--- src/rtl/core_wb_arbiter.sv ---
// Two-master pipelined Wishbone arbiter: round-robin on ties, per-grant
// outstanding-request tracking and a timeout that aborts a hung cycle.
module core_wb_arbiter #(
    parameter int unsigned TIMEOUT_CYCLES = 255
) (
    input  logic        wb_clk_i,
    input  logic        wb_rst_i,
    input  logic        m0_wb_cyc_i,
    input  logic        m0_wb_stb_i,
    input  logic        m0_wb_we_i,
    input  logic [3:0]  m0_wb_sel_i,
    input  logic [31:0] m0_wb_data_i,
    input  logic [27:0] m0_wb_adr_i,
    output logic        m0_wb_ack_o,
    output logic        m0_wb_stall_o,
    output logic        m0_wb_error_o,
    output logic [31:0] m0_wb_data_o,
    input  logic        m1_wb_cyc_i,
    input  logic        m1_wb_stb_i,
    input  logic        m1_wb_we_i,
    input  logic [3:0]  m1_wb_sel_i,
    input  logic [31:0] m1_wb_data_i,
    input  logic [27:0] m1_wb_adr_i,
    output logic        m1_wb_ack_o,
    output logic        m1_wb_stall_o,
    output logic        m1_wb_error_o,
    output logic [31:0] m1_wb_data_o,
    output logic        wb_cyc_o,
    output logic        wb_stb_o,
    output logic        wb_we_o,
    output logic [3:0]  wb_sel_o,
    output logic [31:0] wb_data_o,
    output logic [27:0] wb_adr_o,
    input  logic        wb_ack_i,
    input  logic        wb_stall_i,
    input  logic        wb_error_i,
    input  logic [31:0] wb_data_i
);
    localparam logic [7:0] TMO = 8'(TIMEOUT_CYCLES);

    typedef enum logic [1:0] {IDLE, GRANT0, GRANT1, ABORT} state_t;

    state_t      state_q, state_d, st;
    logic        last_q, last_d;
    logic [2:0]  outst_q, outst_d;
    logic [7:0]  tmo_q, tmo_d;

    logic        gnt1, active, live, hit, fire, accept, ab_cyc;
    logic        s_cyc, s_stb, s_we;
    logic [3:0]  s_sel;
    logic [31:0] s_dat;
    logic [27:0] s_adr;

    assign m0_wb_data_o = wb_data_i;
    assign m1_wb_data_o = wb_data_i;

    // Reset forces the IDLE view combinationally so outputs are safe before the first edge.
    always_comb begin
        st     = wb_rst_i ? IDLE : state_q;
        gnt1   = (st == GRANT1);
        active = (st == GRANT0) || (st == GRANT1);
        s_cyc  = gnt1 ? m1_wb_cyc_i  : m0_wb_cyc_i;
        s_stb  = gnt1 ? m1_wb_stb_i  : m0_wb_stb_i;
        s_we   = gnt1 ? m1_wb_we_i   : m0_wb_we_i;
        s_sel  = gnt1 ? m1_wb_sel_i  : m0_wb_sel_i;
        s_dat  = gnt1 ? m1_wb_data_i : m0_wb_data_i;
        s_adr  = gnt1 ? m1_wb_adr_i  : m0_wb_adr_i;
        live   = active && s_cyc;
        hit    = live && (wb_ack_i || wb_error_i);
        fire   = live && !hit && (tmo_q == TMO);
        accept = live && !fire && s_stb && !wb_stall_i;
        ab_cyc = last_q ? m1_wb_cyc_i : m0_wb_cyc_i;
    end

    always_comb begin
        wb_cyc_o      = 1'b0;
        wb_stb_o      = 1'b0;
        wb_we_o       = 1'b0;
        wb_sel_o      = '0;
        wb_data_o     = '0;
        wb_adr_o      = '0;
        m0_wb_stall_o = 1'b1;
        m0_wb_ack_o   = 1'b0;
        m0_wb_error_o = 1'b0;
        m1_wb_stall_o = 1'b1;
        m1_wb_ack_o   = 1'b0;
        m1_wb_error_o = 1'b0;
        if (active) begin
            wb_cyc_o  = s_cyc && !fire;
            wb_stb_o  = s_cyc && s_stb && !fire;
            wb_we_o   = s_we;
            wb_sel_o  = s_sel;
            wb_data_o = s_dat;
            wb_adr_o  = s_adr;
            if (gnt1) begin
                m1_wb_stall_o = fire || wb_stall_i;
                m1_wb_ack_o   = live && wb_ack_i;
                m1_wb_error_o = live && (wb_error_i || fire);
            end else begin
                m0_wb_stall_o = fire || wb_stall_i;
                m0_wb_ack_o   = live && wb_ack_i;
                m0_wb_error_o = live && (wb_error_i || fire);
            end
        end
    end

    always_comb begin
        state_d = st;
        last_d  = last_q;
        outst_d = outst_q;
        tmo_d   = '0;
        case (st)
            IDLE: begin
                outst_d = '0;
                if (m0_wb_cyc_i && m1_wb_cyc_i) state_d = last_q ? GRANT0 : GRANT1;
                else if (m0_wb_cyc_i)           state_d = GRANT0;
                else if (m1_wb_cyc_i)           state_d = GRANT1;
            end
            GRANT0, GRANT1: begin
                if (!s_cyc) begin
                    state_d = IDLE;
                    last_d  = gnt1;
                    outst_d = '0;
                end else if (fire) begin
                    // last_q doubles as the aborted-master index while in ABORT
                    state_d = ABORT;
                    last_d  = gnt1;
                end else begin
                    if (accept && !hit && outst_q != 3'd7)
                        outst_d = outst_q + 3'd1;
                    else if (hit && !accept && outst_q != 3'd0)
                        outst_d = outst_q - 3'd1;
                    if (hit)
                        tmo_d = '0;
                    else if ((outst_q != 3'd0 || s_stb) && tmo_q != 8'hFF)
                        tmo_d = tmo_q + 8'd1;
                    else
                        tmo_d = tmo_q;
                end
            end
            ABORT: begin
                if (!ab_cyc) begin
                    state_d = IDLE;
                    outst_d = '0;
                end
            end
            default: state_d = IDLE;
        endcase
    end

    always_ff @(posedge wb_clk_i) begin
        if (wb_rst_i) begin
            state_q <= IDLE;
            last_q  <= 1'b1;
            outst_q <= '0;
            tmo_q   <= '0;
        end else begin
            state_q <= state_d;
            last_q  <= last_d;
            outst_q <= outst_d;
            tmo_q   <= tmo_d;
        end
    end
endmodule
--- config.mk ---
export PLATFORM = sky130hd
export DESIGN_NAME = core_wb_arbiter
export DESIGN_NICKNAME = d
export VERILOG_FILES = /design/src/rtl/core_wb_arbiter.sv
export SDC_FILE = /design/constraint.sdc
export NUM_CORES = 1
export LEC_CHECK = 0
export CELL_PAD_IN_SITES_DETAIL_PLACEMENT = 0
export CELL_PAD_IN_SITES_GLOBAL_PLACEMENT = 1
export CORE_MARGIN = 2
export CORE_UTILIZATION = 15
export DETAILED_ROUTE_END_ITERATION = 6
export GPL_ROUTABILITY_DRIVEN = 0
export GPL_TIMING_DRIVEN = 0
export PLACE_DENSITY = 0.92
export SETUP_SLACK_MARGIN = 0.15
export SYNTH_ARGS = -nofsm -noshare
export SYNTH_HDL_FRONTEND = slang
export SYNTH_SLANG_ARGS = --single-unit
--- constraint.sdc ---
create_clock -name wb_clk_i -period 5.3 [get_ports wb_clk_i]
set_clock_uncertainty 0.15 [all_clocks]
set_input_delay 1.06 -clock wb_clk_i [delete_from_list [all_inputs] [get_ports wb_clk_i]]
set_output_delay 1.06 -clock wb_clk_i [all_outputs]
set_load 0.05 [all_outputs]
==> key figures <==
Outcome
  • Status: completed

Synth
  • Mapped cell area: 2110 sq um
  • Post-synthesis register bit count: 14
  • Number of synthesized flops with an enable pin: 0
  • YS warnings: 0
  • Synth top area cells: a22o_1, buf_4, dfxtp_1
  • Async SR Flop Fraction: 0
  • Sequential-to-total area share from yosys stat: 0.133
  • Synth top cells by count: a22o_1, buf_4, nor2_1
  • Library cells used by synthesis: 50
  • Mapped Cells: 257
  • Synth top area share: 0.270
  • Syn nets: 430
  • Syn avg cell area: 8.20 sq um
  • Post-synth top flop: dfxtp_1
  • Synth area leader: a22o_1

Clock tree
  • CTS tree: built
  • Hold_buf cts: 0
  • Clk root buf: clkbuf_16
  • H-tree lvl count: 1
  • Clk sinks: 14
  • Maximum clock path buffer count: 2
  • Worst-Skew Late Latency: 0.24 ns
  • Worst-path clk slew: 0.05 ns
  • Total CTS buffers: 3

Setup path
  • Buf/Inv on CP: 4
  • CP Data Required Time: 4.09 ns
  • Worst setup SP type: primary input
  • Top fanout value on the critical path: 10
  • Crit end category: output pin
  • Max stage delay on crit path: 0.82 ns
  • Crit Path Category: in -> out
  • Slowest stage cell, crit path: clkdlybuf4s50_1
  • Delay-heaviest family, CP: buffers and inverters
  • Crit path DAT: 3.78 ns
  • Most frequent CP cell: clkdlybuf4s50_1
  • CP Cell Sequence: clkdlybuf4s50_1 > clkbuf_1 > nor3b_4 > buf_1 > a22o_1 > clkdlybuf4s50_1

STA
  • Worst Tran Pin Value: 0.612 ns
  • Crit path time final: 4.99 ns
  • Final Hold Fails: 0
  • Final setup fails: 0
  • Final setup margin: 0.315 ns
  • Maximum clock frequency: 0.201 GHz
  • RSZ-0062 raised after global routing: yes
  • Final worst path period share: 0.941
  • Max-slew headroom: 0.593
  • Pins Over Slew Limit: 0
  • Hold Worst Slack: 0.333 ns

Final layout
  • Layout cell share with drive strength beyond 1: 0.168
  • Layout Nets: 711
  • Area Overhead vs Synth: 148%
  • # diodes: 0

Power and ir drop
  • Pwr dens: 151 nW/um^2
  • Static Leakage: 2.28 nW
  • Max rail drop VDD: 0.0000964 V

Floorplan
  • Die X: 123 um
  • Std-Cell Rows: 43
  • Core area: 13,800 sq um
  • # IOs: 308
  • Total Die Area: 15,000 sq um
  • Initial Util: 0.152
  • Chip height: 123 um

Detailed routing
  • Post-DRT Antenna Nets: 0
  • DRC Markers: 0
  • DR WL/cell: 15.6 um
  • DR vias/cell: 4.22
  • Total Wirelength: 11,200 um
  • Vias post-DR: 3,018
  • Drt initial violations: 84
  • Pre-antenna DRT Iters: 4

Job
  • Maxcap violations: 0

Hold path
  • Worst min-delay path category: reg -> reg

Global route
  • Total GRT Usage: 0.129
  • Congestion Overflow GR: 0
  • Global-route wire length before repair: 15,200 um
  • Antenna violations before repair: 0
  • Number of global-route vias before repair: 2,978
  • Largest net degree at the start of global routing: 11

Placed design
  • Pre-CTS setup slack: -0.443 ns
  • Port Buf Inserts: 275
  • Final HPWL DP: 9590 um
==> kinds of logic after synthesis <==
logic type	Yosys count	synth area share
xor+xnor	7	0.0291
mux	3	0.0166
simple gates	56	0.157
flops	14	0.133
fa+ha+maj	2	0.0154
buf+inv	86	0.274
compound gates	89	0.375
==> final cells by class <==
type | instances | area, sq um
clock buffer | 3 | 75.1
tap | 180 | 225
timing repair buffer | 276 | 2790
buffer | 82 | 562
multi-input combinational | 157 | 1270
fill | 1361 | 8610
inverter | 4 | 15.0
sequential | 14 | 280
==> worst reg2reg max path: cells and delay by family (launching register included) <==
kind,cells,cell delay [ns]
and+or+nand+nor,3,0.80
AOI/OAI and AO/OA,3,0.48
adders and majority gates,1,0.41
DFF,1,0.34
buffers and inverters,2,0.25
muxes,1,0.06
==> registers in the layout, summed over array words and instances (netlist names) <==
name and flops:
last_q 1, outst_q 3, state_q 2, tmo_q 8
==> cells in the final DEF, fill, tap and decap left out, types with 2 or more instances in the layout <==
| cell type | n |
|---|---|
| mux2i_1 | 2 |
| dfxtp_1 | 14 |
| clkdlybuf4s50_1 | 256 |
| dlymetal6s2s_1 | 14 |
| nand2b_1 | 2 |
| buf_1 | 2 |
| o21ai_0 | 4 |
| nor3b_4 | 2 |
| and3_1 | 2 |
| dlygate4sd2_1 | 5 |
| nand3b_1 | 2 |
| a21oi_1 | 4 |
| nor3_1 | 8 |
| a22o_1 | 65 |
| nand3_1 | 3 |
| clkbuf_1 | 7 |
| nor2_1 | 15 |
| nor4_1 | 2 |
| buf_2 | 8 |
| nand2_1 | 5 |
| buf_4 | 66 |
| o211a_1 | 2 |
| xnor2_1 | 7 |
| nand4_1 | 2 |
| inv_1 | 4 |
| and2_1 | 2 |
| clkbuf_16 | 3 |
==> per-stage QoR <==
stage / setup TNS (ns) / util / std cells / instance area [sq um] / total power [mW]
after global routing: 0 / 0.377 / 716 / 5220 / 0.819
after floorplan: 0 / - / 257 / 2110 / 0.419
after CTS: 0 / 0.374 / 715 / 5180 / 0.795
after global placement: -15.65 / 0.368 / 712 / 5080 / 0.645
after detailed placement: -15.66 / 0.368 / 712 / 5080 / 0.649
final: 0 / 0.377 / 716 / 5220 / 0.788
==> what timing repair did <==
| action | in CTS | in global routing |
|---|---|---|
| endpoints found under the hold margin | 0 | 0 |
| buffers inserted | 0 | 1 |
| pin swaps | 0 | 1 |
| setup endpoints to repair | 69 | 25 |
| resized for setup | 9 | 15 |
==> report_power, final <==
part	internal, mW	switching, mW
clock	0.0987	0.0422
sequential	0.109	0.00285
combinational	0.244	0.291
total	0.452	0.336
==> routing by layer <==
metal	global-route usage	up-vias	wire length, um
met4	0.0158	0	95
met3	0.0335	6	925
met5	0	-	0
met1	0.158	1408	4550
met2	0.233	141	5630
li1	-	1463	-
==> worst paths after layout <==
path | start | endpoint | slack (ns) | cells past startpoint
setup / recovery | wb_rst_i | wb_adr_o[19] | 0.31 | 6
hold / removal | outst_q[2]$_SDFFE_PP0P_ | outst_q[2]$_SDFFE_PP0P_ | 0.33 | 1
setup reg to reg | state_q[1]$_SDFF_PP0_ | outst_q[2]$_SDFFE_PP0P_ | 2.71 | 10
hold reg to reg | outst_q[2]$_SDFFE_PP0P_ | outst_q[2]$_SDFFE_PP0P_ | 0.33 | 1
(Power assumes the default switching activity.)
